**src/rtl/cfg_chain_loader.sv**
```systemverilog
// Serialises bitstream words LSB-first onto a configuration chain head, counting exactly CHAIN_LEN bits.
// Optional CRC-8 check over the shifted bits is enabled by defining CFG_CRC_EN.
module cfg_chain_loader #(
    parameter int CHAIN_LEN = 20,
    parameter int WORD_W    = 8,
    parameter int CNT_W     = 16
) (
    input  logic              prog_clk,
    input  logic              prog_reset,
    input  logic              start,
    input  logic              abort,
    input  logic [WORD_W-1:0] word_data,
    input  logic              word_valid,
    output logic              word_ready,
    output logic              ccff_head,
    output logic              ccff_shift_en,
    output logic              busy,
    output logic              done,
    output logic [CNT_W-1:0]  bit_count
`ifdef CFG_CRC_EN
    ,
    input  logic [7:0]        crc_expected,
    output logic              crc_err
`endif
);

    localparam int HCW = $clog2(WORD_W + 1);
    localparam logic [CNT_W-1:0] CHAIN_LEN_C = CNT_W'(CHAIN_LEN);
    localparam logic [CNT_W-1:0] WORD_W_C    = CNT_W'(WORD_W);

    typedef enum logic [1:0] {
        IDLE = 2'd0,
        LOAD = 2'd1,
        DONE = 2'd2
    } state_t;

    state_t             state_reg, state_next;
    logic [WORD_W-1:0]  hold_reg, hold_next, hold_shifted;
    logic [HCW-1:0]     hold_cnt_reg, hold_cnt_next;
    logic [CNT_W-1:0]   sent_reg, sent_next;
    logic [CNT_W-1:0]   bit_count_reg, bit_count_next;
    logic [CNT_W-1:0]   hold_cnt_ext, remaining;
    logic               head_reg, head_next;
    logic               shift_en_reg, shift_en_next;
    logic               start_load, in_load, accept, shift_now, last_bit;

    // Holding register shifts right so bit 0 is always the next bit to leave.
    generate
        for (genvar gi = 0; gi < WORD_W; gi++) begin : g_hold_shift
            if (gi == WORD_W - 1) begin : g_top
                assign hold_shifted[gi] = 1'b0;
            end else begin : g_mid
                assign hold_shifted[gi] = hold_reg[gi+1];
            end
        end
    endgenerate

    assign in_load      = (state_reg == LOAD);
    assign start_load   = (state_reg != LOAD) && start;
    assign hold_cnt_ext = CNT_W'(hold_cnt_reg);
    // Bits still owed to the chain beyond those already issued or held.
    assign remaining    = CHAIN_LEN_C - sent_reg - hold_cnt_ext;

    assign word_ready = in_load && (hold_cnt_reg <= HCW'(1)) && (remaining != '0);
    assign accept     = word_ready && word_valid && !abort;
    assign shift_now  = in_load && (hold_cnt_reg != '0) && !abort;
    assign last_bit   = in_load && !abort && shift_en_reg &&
                        (bit_count_reg == CHAIN_LEN_C - CNT_W'(1));

    always_comb begin
        state_next = state_reg;
        case (state_reg)
            IDLE: if (start) state_next = LOAD;
            LOAD: begin
                if (abort)         state_next = IDLE;
                else if (last_bit) state_next = DONE;
            end
            DONE: if (start) state_next = LOAD;
            default: state_next = IDLE;
        endcase
    end

    always_comb begin
        hold_next      = hold_reg;
        hold_cnt_next  = hold_cnt_reg;
        sent_next      = sent_reg;
        bit_count_next = bit_count_reg;
        head_next      = head_reg;
        shift_en_next  = 1'b0;
        if (start_load) begin
            hold_next      = '0;
            hold_cnt_next  = '0;
            sent_next      = '0;
            bit_count_next = '0;
        end else if (in_load) begin
            if (abort) begin
                hold_next     = '0;
                hold_cnt_next = '0;
            end else begin
                if (shift_en_reg) bit_count_next = bit_count_reg + CNT_W'(1);
                if (shift_now) begin
                    head_next     = hold_reg[0];
                    shift_en_next = 1'b1;
                    hold_next     = hold_shifted;
                    hold_cnt_next = hold_cnt_reg - HCW'(1);
                    sent_next     = sent_reg + CNT_W'(1);
                end
                // A new word may land while the last held bit leaves; the final
                // word is trimmed so surplus upper bits are never shifted.
                if (accept) begin
                    hold_next     = word_data;
                    hold_cnt_next = (remaining >= WORD_W_C) ? HCW'(WORD_W) : remaining[HCW-1:0];
                end
            end
        end
    end

    always_ff @(posedge prog_clk) begin
        if (prog_reset) begin
            state_reg     <= IDLE;
            hold_reg      <= '0;
            hold_cnt_reg  <= '0;
            sent_reg      <= '0;
            bit_count_reg <= '0;
            head_reg      <= 1'b0;
            shift_en_reg  <= 1'b0;
        end else begin
            state_reg     <= state_next;
            hold_reg      <= hold_next;
            hold_cnt_reg  <= hold_cnt_next;
            sent_reg      <= sent_next;
            bit_count_reg <= bit_count_next;
            head_reg      <= head_next;
            shift_en_reg  <= shift_en_next;
        end
    end

    assign ccff_head     = head_reg;
    assign ccff_shift_en = shift_en_reg;
    assign busy          = in_load;
    assign done          = (state_reg == DONE);
    assign bit_count     = bit_count_reg;

`ifdef CFG_CRC_EN
    logic [7:0] crc_reg, crc_next, crc_upd;
    logic       crc_err_reg, crc_err_next;

    // MSB-first CRC-8, polynomial 0x07, fed with the bit currently on the chain head.
    assign crc_upd = {crc_reg[6:0], 1'b0} ^ ((crc_reg[7] ^ head_reg) ? 8'h07 : 8'h00);

    always_comb begin
        crc_next     = crc_reg;
        crc_err_next = crc_err_reg;
        if (start_load) begin
            crc_next     = '0;
            crc_err_next = 1'b0;
        end else if (in_load && !abort && shift_en_reg) begin
            crc_next = crc_upd;
            if (last_bit) crc_err_next = (crc_upd != crc_expected);
        end
    end

    always_ff @(posedge prog_clk) begin
        if (prog_reset) begin
            crc_reg     <= '0;
            crc_err_reg <= 1'b0;
        end else begin
            crc_reg     <= crc_next;
            crc_err_reg <= crc_err_next;
        end
    end

    assign crc_err = crc_err_reg;
`endif

endmodule

```
**config.mk**
```make
export PLATFORM = sky130hd
export DESIGN_NAME = cfg_chain_loader
export DESIGN_NICKNAME = d
export VERILOG_FILES = /design/src/rtl/cfg_chain_loader.sv
export SDC_FILE = /design/constraint.sdc
export NUM_CORES = 1
export LEC_CHECK = 0
export CORE_MARGIN = 2
export CORE_UTILIZATION = 50
export DETAILED_ROUTE_END_ITERATION = 12
export GPL_TIMING_DRIVEN = 0
export PLACE_DENSITY_LB_ADDON = 0.1
export SLEW_MARGIN = 20
export SYNTH_ARGS = -nofsm -noshare
export SYNTH_HDL_FRONTEND = slang
export SYNTH_SLANG_ARGS = --single-unit
export TNS_END_PERCENT = 5
```
**constraint.sdc**
```tcl
create_clock -name prog_clk -period 5.7 [get_ports prog_clk]
set_clock_uncertainty 0.2 [all_clocks]
set_input_delay 0.57 -clock prog_clk [delete_from_list [all_inputs] [get_ports prog_clk]]
set_output_delay 0.57 -clock prog_clk [all_outputs]
set_load 0.005 [all_outputs]
```
* Word-level counts from Yosys, hierarchy flattened
Index checks and enable logic that the tools add are counted.
Widths: inputs -> output; s select.
** Storage, ports and cells
- Flip-flop bits (word level) :: 48
- Latch bits :: 0
- Memory bits (writable) :: 0
- Memory bits (read-only) :: 0
- Output and inout port bits :: 21
- Memories kept :: 0
** Cells by class
- Add/sub/neg operators :: 5
- Multipliers :: 0
- Divide/modulo/power cells :: 0
- Order comparisons :: 2
- Equal/unequal tests :: 6
- Shift operators :: 0
- Multiplexer cells :: 12
- Bitwise logic cells :: 3
- Reduce and logical (&&, ||, !) cells :: 23
** Operators with widths (count)
- $add 16x1->16 const B :: 2
- $mux 8 :: 3
- $eq 16x5->1 const B :: 1
- $ge 16x4->1 const B :: 1
- $mux 4 :: 4
- $reduce_bool 16->1 :: 1
- $sub 16x4->16 :: 1
- $sub 5x16->16 const A :: 1
- $logic_and 1x1->1 :: 10
- $mux 2 :: 3
- $reduce_and 3->1 :: 2
- $le 4x1->1 const B :: 1
- $ne 2x1->1 const B :: 2
- $pmux 2 s2 :: 1
- $reduce_and 2->1 :: 2
- $reduce_and 4->1 :: 1
- $reduce_bool 4->1 :: 1
- $reduce_or 2->1 :: 2
- $reduce_or 4->1 :: 1
- $sub 4x1->4 const B :: 1
- $ne 3x2->1 const B :: 1
- $not 1->1 :: 3
- $reduce_bool 3->1 :: 1
- $eq 2x1->1 const B :: 1
- 4 further kinds :: 4

* Logic depth before layout (Yosys ltp)
Gate-level depths: netlist of the first run.
- Word-level depth :: 8
- Gate-level depth with buffers :: 15
- Gate-level depth less buffers :: 14

* Worst setup path after synthesis of the first run
OpenSTA, ideal clock, no wires.
- Path type :: flip-flop to output port
- Start :: register hold_cnt_reg[1]
- End :: output port word_ready
- Arrival :: 2.847 ns
- Required time :: 4.930 ns
- Path slack :: 2.083 ns
- Stages on the path, launching flop included :: 13
- Path buffers :: 0
- Cell sequence :: dfxtp_1 -> ha_1 -> inv_1 -> ha_1 -> inv_1 -> fa_1 -> nand2b_1 -> a21oi_2 -> nor2_1 -> nor4_2 -> nand4_1 -> nor4b_4 -> and2b_1
** Between the ends
- Word-level cells in the longest chain between the ends :: 3
- Elaborated cells on any way between the ends :: 5
- Those cells by class :: 1 x add/sub; 1 x order compare; 3 x reduce/logical
** RTL lines
- from (decl) :: RTL line 39 : logic [HCW-1:0] hold_cnt_reg, hold_cnt_next;
- from (signal assigned) :: RTL line 130 : hold_cnt_reg <= hold_cnt_next;
- $sub 16x4->16 or $le 4x1->1 (tied branches) :: RTL line 62, 64
- $reduce_bool 16->1 or $logic_and 1x1->1 (tied branches) :: RTL line 64 : assign word_ready = in_load && (hold_cnt_reg <= HCW'(1)) && (remaining != '0);
- $logic_and 1x1->1 (*) :: RTL line 64
- to (decl) :: RTL line 14 : output logic word_ready,
Mark *: on every way between the ends. The rest lies on a longest branch, timed or not.

* Worst setup path in the final report of the first run
- Start :: register sent_reg[1]
- End :: output port word_ready
** Between the ends
- Word-level cells in the longest chain between the ends :: 4
** RTL lines
- from (decl) :: RTL line 40 : logic [CNT_W-1:0] sent_reg, sent_next;
- from (signal assigned) :: RTL line 131 : sent_reg <= sent_next;
- $sub 5x16->16 :: RTL line 62 : assign remaining = CHAIN_LEN_C - sent_reg - hold_cnt_ext;
- $sub 16x4->16 :: RTL line 62
- $reduce_bool 16->1 :: RTL line 64
- $logic_and 1x1->1 :: RTL line 64
Every way passes these cells.

==> results of run 1 <==
## worst paths after layout
check	startpoint	end	slack [ns]	depth (start not counted)
min	hold_reg[4]	hold_reg[4]	0.26	2
max reg2reg	sent_reg[1]	hold_reg[5]	1.81	14
max	sent_reg[1]	word_ready	0.86	13
min reg2reg	hold_reg[4]	hold_reg[4]	0.26	2
## critical path, stage by stage (launching register included)
cell,delay [ns]
sky130_fd_sc_hd__dfxtp_1,0.42
sky130_fd_sc_hd__ha_1,0.26
sky130_fd_sc_hd__inv_1,0.06
sky130_fd_sc_hd__ha_1,0.18
sky130_fd_sc_hd__inv_1,0.06
sky130_fd_sc_hd__fa_1,0.39
sky130_fd_sc_hd__nand2b_1,0.19
sky130_fd_sc_hd__a21oi_2,0.26
sky130_fd_sc_hd__nor2_1,0.10
sky130_fd_sc_hd__nor4_2,0.30
sky130_fd_sc_hd__nand4_1,0.25
sky130_fd_sc_hd__nor4b_4,0.59
sky130_fd_sc_hd__and2b_1,0.26
sky130_fd_sc_hd__clkdlybuf4s50_1,0.44
## area by class of cell
cell class,instances,area [µm²]
Multi-Input combinational cell,317,2190
Inverter,27,101
Clock inverter,1,8.76
Sequential cell,48,961
Buffer,11,57.6
Tap cell,77,96.3
Clock buffer,6,82.6
Fill cell,604,2560
Timing Repair Buffer,33,330
## kinds of logic (layout without fill, tap and decap cells)
kind of cell	Yosys count	after routing
fa+ha+maj	34	34
simple gates	162	162
buf+inv	38	78
flops	48	48
compound gates	77	77
xor+xnor	31	31
mux	13	13
## cells in the final DEF, fill, tap and decap left out, types with 2 or more instances in the layout
cell / synthesis / routed
sky130_fd_sc_hd__dfxtp_1: 48 / 48
sky130_fd_sc_hd__o22ai_2: 2 / 2
sky130_fd_sc_hd__nor4b_1: 4 / 4
sky130_fd_sc_hd__and3_1: 4 / 4
sky130_fd_sc_hd__o31a_1: 2 / 2
sky130_fd_sc_hd__inv_1: 27 / 27
sky130_fd_sc_hd__nor2b_1: 4 / 4
sky130_fd_sc_hd__nand3_1: 14 / 14
sky130_fd_sc_hd__clkbuf_1: 6 / 6
sky130_fd_sc_hd__or3_1: 5 / 5
sky130_fd_sc_hd__a211oi_1: 3 / 3
sky130_fd_sc_hd__xor2_1: 15 / 15
sky130_fd_sc_hd__clkdlybuf4s50_1: 0 / 33
sky130_fd_sc_hd__a211oi_2: 2 / 2
sky130_fd_sc_hd__clkbuf_8: 0 / 6
sky130_fd_sc_hd__clkbuf_2: 2 / 2
sky130_fd_sc_hd__a21o_1: 3 / 3
sky130_fd_sc_hd__a31oi_1: 2 / 2
sky130_fd_sc_hd__o21ai_0: 10 / 10
sky130_fd_sc_hd__buf_2: 2 / 2
sky130_fd_sc_hd__nand4_1: 8 / 8
sky130_fd_sc_hd__mux2i_1: 11 / 11
sky130_fd_sc_hd__o22ai_1: 3 / 3
sky130_fd_sc_hd__a221oi_1: 3 / 3
sky130_fd_sc_hd__and2_1: 3 / 3
sky130_fd_sc_hd__nor4_1: 4 / 4
sky130_fd_sc_hd__o21ai_1: 11 / 11
sky130_fd_sc_hd__nor2_1: 52 / 52
sky130_fd_sc_hd__nor3_1: 7 / 7
sky130_fd_sc_hd__o21ai_2: 2 / 2
sky130_fd_sc_hd__nand2_1: 39 / 39
sky130_fd_sc_hd__nand2b_1: 5 / 5
sky130_fd_sc_hd__a21oi_2: 3 / 3
sky130_fd_sc_hd__a21oi_1: 20 / 20
sky130_fd_sc_hd__mux2_1: 2 / 2
sky130_fd_sc_hd__ha_1: 33 / 33
sky130_fd_sc_hd__xnor2_1: 16 / 16
## power by group through the flow
| stage | clock [W] | sequential (W) | combinational, W |
|---|---|---|---|
| 2_1_floorplan | 0 | 0.000347 | 0.0000594 |
| 3_3_place_gp | 0 | 0.000348 | 0.0000851 |
| 3_5_place_dp | 0 | 0.000348 | 0.0000859 |
| 4_1_cts | 0.000217 | 0.000340 | 0.0000867 |
| 5_1_grt | 0.000228 | 0.000341 | 0.0000953 |
| 6_report | 0.000207 | 0.000340 | 0.0000863 |
## metrics by stage
stage	setup slack [ns]	cell area (µm²)	hold WS (ns)	std cells
after floorplan	2.08	3310	0.228	403
after global placement	1.27	3740	0.235	513
after detailed placement	1.20	3740	0.241	513
after CTS	0.851	3830	0.258	520
after global routing	0.629	3830	0.285	520
final	0.859	3830	0.256	520
## per-layer routing
metal	wire [µm]	vias up	track usage, %	part of all wire, %
li1	-	1476	-	-
met1	3710	1364	29.7	51
met2	3290	50	32.7	45
met3	284	2	3.89	3.9
met4	40	0	4.18	0.55
met5	0	-	0	0
==> qor.txt, run 1 <==
I/O pin count: 34
Cell-internal power: 0.000473 W
Primary FF master, synth: sky130_fd_sc_hd__dfxtp_1
Class of the tightest hold or removal check: reg -> reg
Maximum number of pins on one net before global-route repair: 15
Portion of total power attributed to the clock network: 32.7%
Count leader, synth: sky130_fd_sc_hd__nor2_1
Outcome: finished clean
Mux contribution to synthesized area: 4.00%
Buffer type at the clock tree root: sky130_fd_sc_hd__clkbuf_8
Post-layout power: 0.000633 W
Final routed wirelength across all metal layers: 7.33 mm
Wire length of the first global-routing pass: 12.6 mm
Synth cell count leaders: sky130_fd_sc_hd__nor2_1, sky130_fd_sc_hd__dfxtp_1, sky130_fd_sc_hd__nand2_1, sky130_fd_sc_hd__ha_1, sky130_fd_sc_hd__inv_1
Transition at the pin with the smallest max-transition slack: 0.686 ns
Core Region: 0.00639 mm²
CP Capture Type: primary output
Peak supply drop: 0.114 mV
Cell type with the highest aggregate area in the netlist: sky130_fd_sc_hd__dfxtp_1
DR vias: 2,892
Htree depth: 2
Sw Pwr: 0.000160 W
Worst skew pair latency: 0.30 ns
Fraction of registers with async set or reset after synthesis: 0%
Simple-gate portion of the synthesized area: 24.7%
Height of the die: 85.4 µm
TritonCTS buffer count: 5
Number of hold buffers added after CTS: 0
Placer's final routability congestion estimate: 0.927
Maximum net fanout on the critical path: 6
Length of the first detailed-routing pass in iterations: 4
Accumulated negative setup slack: 0 ns
Max-slew violation total from the final report: 0
Count of unresolved DRC violations after routing: 0
Mapped Cells: 403
Count of input and output buffers: 33
Launching element type of the critical path: flop
Area share of the largest cell type after synthesis: 29.0%
Number of violations reported at the end of detailed-routing iteration 0: 157
P per Cell Area: 165 mW/mm²
Area of the die: 0.00729 mm²
Number of distinct standard cells referenced by the synthesized netlist: 61
Antenna violations before repair: 0
Number of nets in the finished design: 490
Antenna diode count: 0
Synthesized Nets: 450
CTS tree: yes
Area of the mapped netlist: 0.00331 mm²
Final Hold Violating Endpoints: 0
Adder-cell share of the synthesized area: 13.1%
XOR/XNOR share of the synthesized area: 8.20%
Dominant combinational cell family by area after synthesis: simple AND/OR/NAND/NOR gates
All-Layer GR Usage: 20.7%
# resized after CTS: 0
Post-synth EDFFs: 0
RSZ-0062 raised after global routing: no
Largest cells by area after synthesis: sky130_fd_sc_hd__dfxtp_1, sky130_fd_sc_hd__ha_1, sky130_fd_sc_hd__nor2_1
Final cell utilization of the core: 60.0%
Leakage: 1.52 nW
Switching Fraction: 25.3%
Vias in the first global route: 2,737
Number of nets with antenna violations after routing: 0
Setup violators final: 0
HPWL after detailed placement: 5.72 mm
Maximum buffer depth of the clock tree: 2
Max-slew headroom at the worst pin: 54.2%
Critical path required time: 4.93 ns
Top achievable clock speed: 207 MHz
Critical path class: reg -> out
Tmin final: 4.84 ns
Max-cap violations: 0
Total number of placement rows: 29
Routed vias/inst: 5.56
Worst-path clk slew: 0.10 ns
Number of setup buffers added after CTS: 0
Number of clock sinks: 48
Portion of the clock cycle consumed by the worst path in the final layout: 84.9%
Relative contribution of combinational cells to total power: 13.6%
Die outline width: 85.4 µm
Yosys warning count: 0
Share of the synthesized area in compound gates (AO/OA/AOI/OAI): 16.2%
Ratio of cells with drive above 1 in the final layout: 6.77%
Initial Util: 51.9%
Average routed wire per standard cell: 14.1 µm
Sum of overflow across all layers after global routing: 0
Arrival time reported for the critical path endpoint: 4.07 ns
Synth Register Bits: 48
Synth-to-Final Area Change: 15.6%
Power share of the sequential group: 53.7%
Syn avg cell area: 8.22 µm²
Register area share after synthesis: 29.0%
Note: power is estimated with default switching activity, not from simulation.
==> inputs of run 2 (changes only) <==
- clock period: 5.7 -> 4.2 ns (I/O delays scaled with it)
==> run 2 against run 1 <==
Compared with the run above:
- via count increased by 0.10%
- combinational power increased by 49%
- wire length increased by 2.7%
- critical path depth unchanged
==> qor.txt, run 2 (synthesis results as in run 1) <==
Total number of placement rows: 29 (unchanged)
Transition at the pin with the smallest max-transition slack: 0.695 ns (+0.00993 ns)
Commonest non-fill, non-tap cell in the layout: sky130_fd_sc_hd__nor2_1
Maximum net fanout on the critical path: 5 (-1)
Start point of the worst hold path: hold_reg[4]
Highest cell delay on the worst timing path: 0.36 ns (-0.23 ns)
Length of the first detailed-routing pass in iterations: 4 (unchanged)
Tmin final: 3.88 ns
CP Capture Type: primary output
Number of nets with antenna violations after routing: 0 (unchanged)
I/O pin count: 34 (unchanged)
DR vias: 2,895 (+0.10%)
Worst skew pair latency: 0.30 ns (about the same)
Area after detailed placement: 0.00374 mm² (unchanged)
Wire length of the first global-routing pass: 12.7 mm (+0.93%)
Slowest cell on crit path: sky130_fd_sc_hd__dfxtp_2
Portion of the clock cycle consumed by the worst path in the final layout: 92.3%
Die outline width: 85.4 µm (unchanged)
Final cell utilization of the core: 62.0% (+2.0 points)
Worst-case setup slack after placement: -0.149 ns (-1.35 ns)
Placer's final routability congestion estimate: 0.927 (unchanged)
Class of the tightest hold or removal check: reg -> reg
All-Layer GR Usage: 20.9% (+0.18 points)
Area of the die: 0.00729 mm² (unchanged)
Top achievable clock speed: 258 MHz
Height of the die: 85.4 µm (unchanged)
Critical path required time: 3.58 ns (-1.35 ns)
Sum of overflow across all layers after global routing: 0 (unchanged)
TritonCTS buffer count: 5 (unchanged)
CP Cell Sequence: ha_1 > inv_1 > ha_2 > inv_1 > fa_2 > nand2b_4 > a21oi_4 > o31a_1 > mux2_4 > o2111ai_4 > nor4b_4 > and2b_1 > dlymetal6s2s_1
Hold Path Depth: 2 (unchanged)
Number of clock sinks: 48 (unchanged)
Htree depth: 2 (unchanged)
Final routed wirelength across all metal layers: 7.52 mm (+2.7%)
Ratio of cells with drive above 1 in the final layout: 10.9% (+4.2 points)
Average routed wire per standard cell: 14.3 µm (+1.7%)
Launching element type of the critical path: flop
Critical R2R Launch: hold_cnt_reg[1]
Core Region: 0.00639 mm² (unchanged)
Max-slew headroom at the worst pin: 53.5% (-0.66 points)
Max-cap violations: 0 (unchanged)
Maximum number of pins on one net before global-route repair: 15 (unchanged)
Buffer type at the clock tree root: sky130_fd_sc_hd__clkbuf_8
Antenna violations before repair: 0 (unchanged)
Critical path class: reg -> out
Source of the critical timing path: hold_cnt_reg[1]
Number of violations reported at the end of detailed-routing iteration 0: 128 (-18%)
Routed vias/inst: 5.51 (-0.85%)
Outcome: finished clean
P per Cell Area: 221 mW/mm² (+33%)
Leakage: 1.57 nW (+3.3%)
Arrival time reported for the critical path endpoint: 3.26 ns (-0.81 ns)
Vias in the first global route: 2,755 (+0.66%)
Final Hold Violating Endpoints: 0 (unchanged)
Synth-to-Final Area Change: 19.5%
Most frequent cells in the layout: sky130_fd_sc_hd__nor2_1, sky130_fd_sc_hd__dfxtp_1, sky130_fd_sc_hd__nand2_1, sky130_fd_sc_hd__clkdlybuf4s50_1, sky130_fd_sc_hd__ha_1
Maximum buffer depth of the clock tree: 2 (unchanged)
Worst path setup slack after routing: 0.322 ns (-0.537 ns)
CTS tree: yes
Count of input and output buffers: 33 (unchanged)
Max-slew violation total from the final report: 0 (unchanged)
Final design instance area without fill: 0.00396 mm² (+3.3%)
Cell seen most often among critical-path stages: sky130_fd_sc_hd__inv_1
Count of unresolved DRC violations after routing: 0 (unchanged)
Antenna diode count: 0 (unchanged)
Initial Util: 51.9% (unchanged)
RSZ-0062 raised after global routing: no
Peak supply drop: 0.156 mV (+37%)
Number of nets in the finished design: 495 (+1.0%)
HPWL after detailed placement: 5.72 mm (unchanged)
Worst reg-to-reg path cell count: 15 (+1)
Setup violators final: 0 (unchanged)
Worst-path clk slew: 0.10 ns (about the same)
-- run 2: timing repair --
| item | 4_1_cts | 5_1_grt |
|---|---|---|
| hold buffers | 0 | 0 |
| endpoints found under the setup margin | 1 | 1 |
| resized for setup | 8 | 12 |
| pin swaps | 4 | 6 |
| buffers inserted | 3 | 2 |
-- run 2: worst max-delay path: cells and delay by family (launching register included) --
kind,cells,cell delay [ns]
AO/OA/AOI/OAI,3,0.55
flip-flops,1,0.36
adder cells (fa/ha/maj),3,0.83
AND/OR/NAND/NOR,3,0.75
multiplexers,1,0.20
buffers and inverters,3,0.26
-- run 2: layout make-up --
cell class / count / area (µm²)
Timing Repair Buffer: 38 / 370
Clock inverter: 1 / 8.76
Fill cell: 585 / 2430
Tap cell: 77 / 96.3
Inverter: 27 / 101
Buffer: 11 / 57.6
Clock buffer: 6 / 82.6
Multi-Input combinational cell: 317 / 2270
Sequential cell: 48 / 968
-- run 2: worst paths after layout --
kind,slack (ns),endpoint
max,0.32,word_ready
min,0.26,hold_reg[4]
max reg2reg,0.67,hold_reg[5]
min reg2reg,0.26,hold_reg[4]
-- run 2: stage by stage --
stage	instances	power, W	hold WS [ns]	TNS (ns)
final	525	0.000873	0.256	0
after detailed placement	513	0.000589	0.241	-0.149
after global routing	525	0.000914	0.286	0
after global placement	513	0.000588	0.235	-0.0835
after CTS	523	0.000879	0.258	0
after floorplan	403	0.000552	0.228	0
-- run 2: report_power, final --
part	internal [W]	switching, W	leakage (nW)
combinational	0.0000608	0.0000677	1.13
clock	0.000132	0.000152	0.0473
sequential	0.000458	0.00000385	0.389
total	0.000650	0.000223	1.57
-- run 2: per-layer routing --
| layer | global-route usage (%) | vias to the layer above | part of all wire [%] |
|---|---|---|---|
| met5 | 0 | - | 0 |
| met1 | 30.3 | 1358 | 50 |
| met2 | 32.5 | 44 | 45 |
| met3 | 3.99 | 4 | 3.5 |
| li1 | - | 1489 | - |
| met4 | 4.33 | 0 | 0.78 |
==> inputs of run 3 (changes only) <==
- CORE_UTILIZATION: 50 -> 45
==> run 3 against run 2 <==
Compared with the run above:
- fmax is essentially flat
- final cell count grew 5.0%
- wire length grew 3.4%
- critical path type unchanged
- highest routed layer unchanged
==> qor.txt, run 3 (synthesis results as in run 1) <==
DR vias: 2,964 (+2.4%)
TritonCTS buffer count: 5 (unchanged)
Number of hold buffers added after CTS: 0 (unchanged)
Worst skew pair latency: 0.31 ns (about the same)
Transition at the pin with the smallest max-transition slack: 0.705 ns (+0.00934 ns)
Peak supply drop: 0.139 mV (-11%)
Worst path setup slack after routing: 0.322 ns (+0.0000410 ns)
Critical path class: reg -> out
Max-cap violations: 0 (unchanged)
RSZ-0062 raised after global routing: no
Initial Util: 46.2% (-5.7 points)
All-Layer GR Usage: 19.6% (-1.3 points)
Area of the multi-input gates: 0.00224 mm² (-1.4%)
Routed vias/inst: 5.38 (-2.4%)
Buffer type at the clock tree root: sky130_fd_sc_hd__clkbuf_8
Antenna diode count: 0 (unchanged)
Count of unresolved DRC violations after routing: 0 (unchanged)
Length of the first detailed-routing pass in iterations: 4 (unchanged)
Count of input and output buffers: 33 (unchanged)
Tmin final: 3.88 ns (-0.0000410 ns)
CP Capture Type: primary output
Number of violations reported at the end of detailed-routing iteration 0: 152 (+19%)
Setup slack on the worst flop-to-flop path: 0.61 ns (-0.06 ns)
Number of clock sinks: 48 (unchanged)
Maximum number of pins on one net before global-route repair: 17 (+2)
Vias in the first global route: 2,827 (+2.6%)
Ratio of cells with drive above 1 in the final layout: 10.8% (-0.097 points)
Fillers: 707 (+21%)
I/O pin count: 34 (unchanged)
Arrival time reported for the critical path endpoint: 3.26 ns (about the same)
Critical R2R Launch: hold_cnt_reg[3]
Source of the critical timing path: hold_cnt_reg[1]
P per Cell Area: 250 mW/mm² (+13%)
Class of the tightest hold or removal check: reg -> reg
Setup violators final: 0 (unchanged)
Hold Path Depth: 2 (unchanged)
Worst-path clk slew: 0.10 ns (about the same)
Critical path required time: 3.58 ns (about the same)
Combined flip-flop and latch cell area: 967 µm² (-0.13%)
Top achievable clock speed: 258 MHz (about the same)
Hold endpoint: hold_reg[6]
Crit Reg-Reg Endpoint: hold_cnt_reg[2]
Worst reg-to-reg path cell count: 14 (-1)
Height of the die: 89.8 µm (+5.2%)
Max-slew violation total from the final report: 0 (unchanged)
Portion of the clock cycle consumed by the worst path in the final layout: 92.3% (about the same)
Die outline width: 89.8 µm (+5.2%)
Area of the die: 0.00806 mm² (+11%)
Most frequent cells in the layout: sky130_fd_sc_hd__nor2_1, sky130_fd_sc_hd__dfxtp_1, sky130_fd_sc_hd__nand2_1, sky130_fd_sc_hd__clkdlybuf4s50_1, sky130_fd_sc_hd__ha_1
Average routed wire per standard cell: 14.1 µm (-1.5%)
Wire length of the first global-routing pass: 13.3 mm (+4.8%)
Total number of placement rows: 31 (+6.9%)
Commonest non-fill, non-tap cell in the layout: sky130_fd_sc_hd__nor2_1
Start point of the worst hold path: hold_reg[6]
Synth-to-Final Area Change: 21.4%
Sum of overflow across all layers after global routing: 0 (unchanged)
Worst hold-check slack: 0.254 ns (-0.00235 ns)
Outcome: finished clean
Worst-case setup slack after placement: -0.113 ns (+0.0367 ns)
Core Region: 0.00718 mm² (+12%)
Number of nets with antenna violations after routing: 0 (unchanged)
Placer's final routability congestion estimate: 0.911 (-1.8%)
Number of nets in the finished design: 498 (+0.61%)
Maximum net fanout on the critical path: 5 (unchanged)
Max-slew headroom at the worst pin: 52.9% (-0.62 points)
CTS tree: yes
Leakage: 1.60 nW (+2.2%)
Final routed wirelength across all metal layers: 7.78 mm (+3.4%)
HPWL after detailed placement: 5.79 mm (+1.1%)
Maximum buffer depth of the clock tree: 2 (unchanged)
Antenna violations before repair: 0 (unchanged)
Final Hold Violating Endpoints: 0 (unchanged)
Launching element type of the critical path: flop
Htree depth: 2 (unchanged)
-- run 3: cell types whose count changed in the layout (fill, tap and decap cells not counted), sizes merged --
cell    delta
clkinv     -1
bufinv     +2
buf        +3
inv        +1
clkbuf     -1
-- run 3: what timing repair did --
item                                    CTS  global route
endpoints found under the setup margin    1             1
gates resized for setup                   7             8
pin swaps                                 4             6
buffers inserted                          4             4
-- run 3: worst max-delay path, stage by stage (launching register included) --
cell	delay (ns)
sky130_fd_sc_hd__dfxtp_4	0.37
sky130_fd_sc_hd__ha_1	0.28
sky130_fd_sc_hd__inv_1	0.06
sky130_fd_sc_hd__ha_2	0.19
sky130_fd_sc_hd__inv_1	0.06
sky130_fd_sc_hd__fa_2	0.35
sky130_fd_sc_hd__nand2b_4	0.17
sky130_fd_sc_hd__a21oi_4	0.18
sky130_fd_sc_hd__o31a_1	0.28
sky130_fd_sc_hd__a221o_1	0.19
sky130_fd_sc_hd__o22ai_2	0.09
sky130_fd_sc_hd__nor4b_4	0.37
sky130_fd_sc_hd__and2b_1	0.22
sky130_fd_sc_hd__dlymetal6s2s_1	0.15
-- run 3: how the worst max path moves through the flow --
stage / to / slack (ns) / depth (start not counted)
3_3_place_gp: word_ready / -0.09 / 13
4_1_cts: word_ready / 0.004 / 13
3_5_place_dp: word_ready / -0.11 / 13
5_1_grt: word_ready / 0.16 / 13
6_report: word_ready / 0.32 / 13
2_1_floorplan: word_ready / 0.73 / 12
-- run 3: power by group --
group	internal, W	leakage, nW	switching [W]
clock	0.000240	0.0687	0.000171
combinational	0.0000628	1.14	0.0000690
sequential	0.000458	0.389	0.00000344
-- run 3: final cells by class --
class	instances	share of cell area, %
inverters	27	2.52
repair buffers	41	9.77
clock inverters	3	1.71
flip-flops and latches	48	24.1
plain buffers	11	1.43
well taps	99	3.08
clock buffers	5	1.71
multi-input cells	317	55.7
-- run 3: layer usage --
| metal | track usage [%] | part of all wire, % | vias to the layer above |
|---|---|---|---|
| met4 | 5.77 | 1.0 | 0 |
| met2 | 30.1 | 45 | 62 |
| met1 | 28.3 | 50 | 1391 |
| met5 | 0 | 0 | - |
| li1 | - | - | 1502 |
| met3 | 3.44 | 4.1 | 9 |
-- run 3: stage by stage --
step	TNS [ns]	std cells	cell area, µm²	utilization, %	power [W]
after floorplan	0	403	3310	-	0.000552
after global routing	0	551	4020	56.0	0.00105
after global placement	-0.0946	535	3770	52.5	0.000589
after CTS	0	547	3960	55.2	0.00101
final	0	551	4020	56.0	0.00100
after detailed placement	-0.113	535	3770	52.5	0.000589
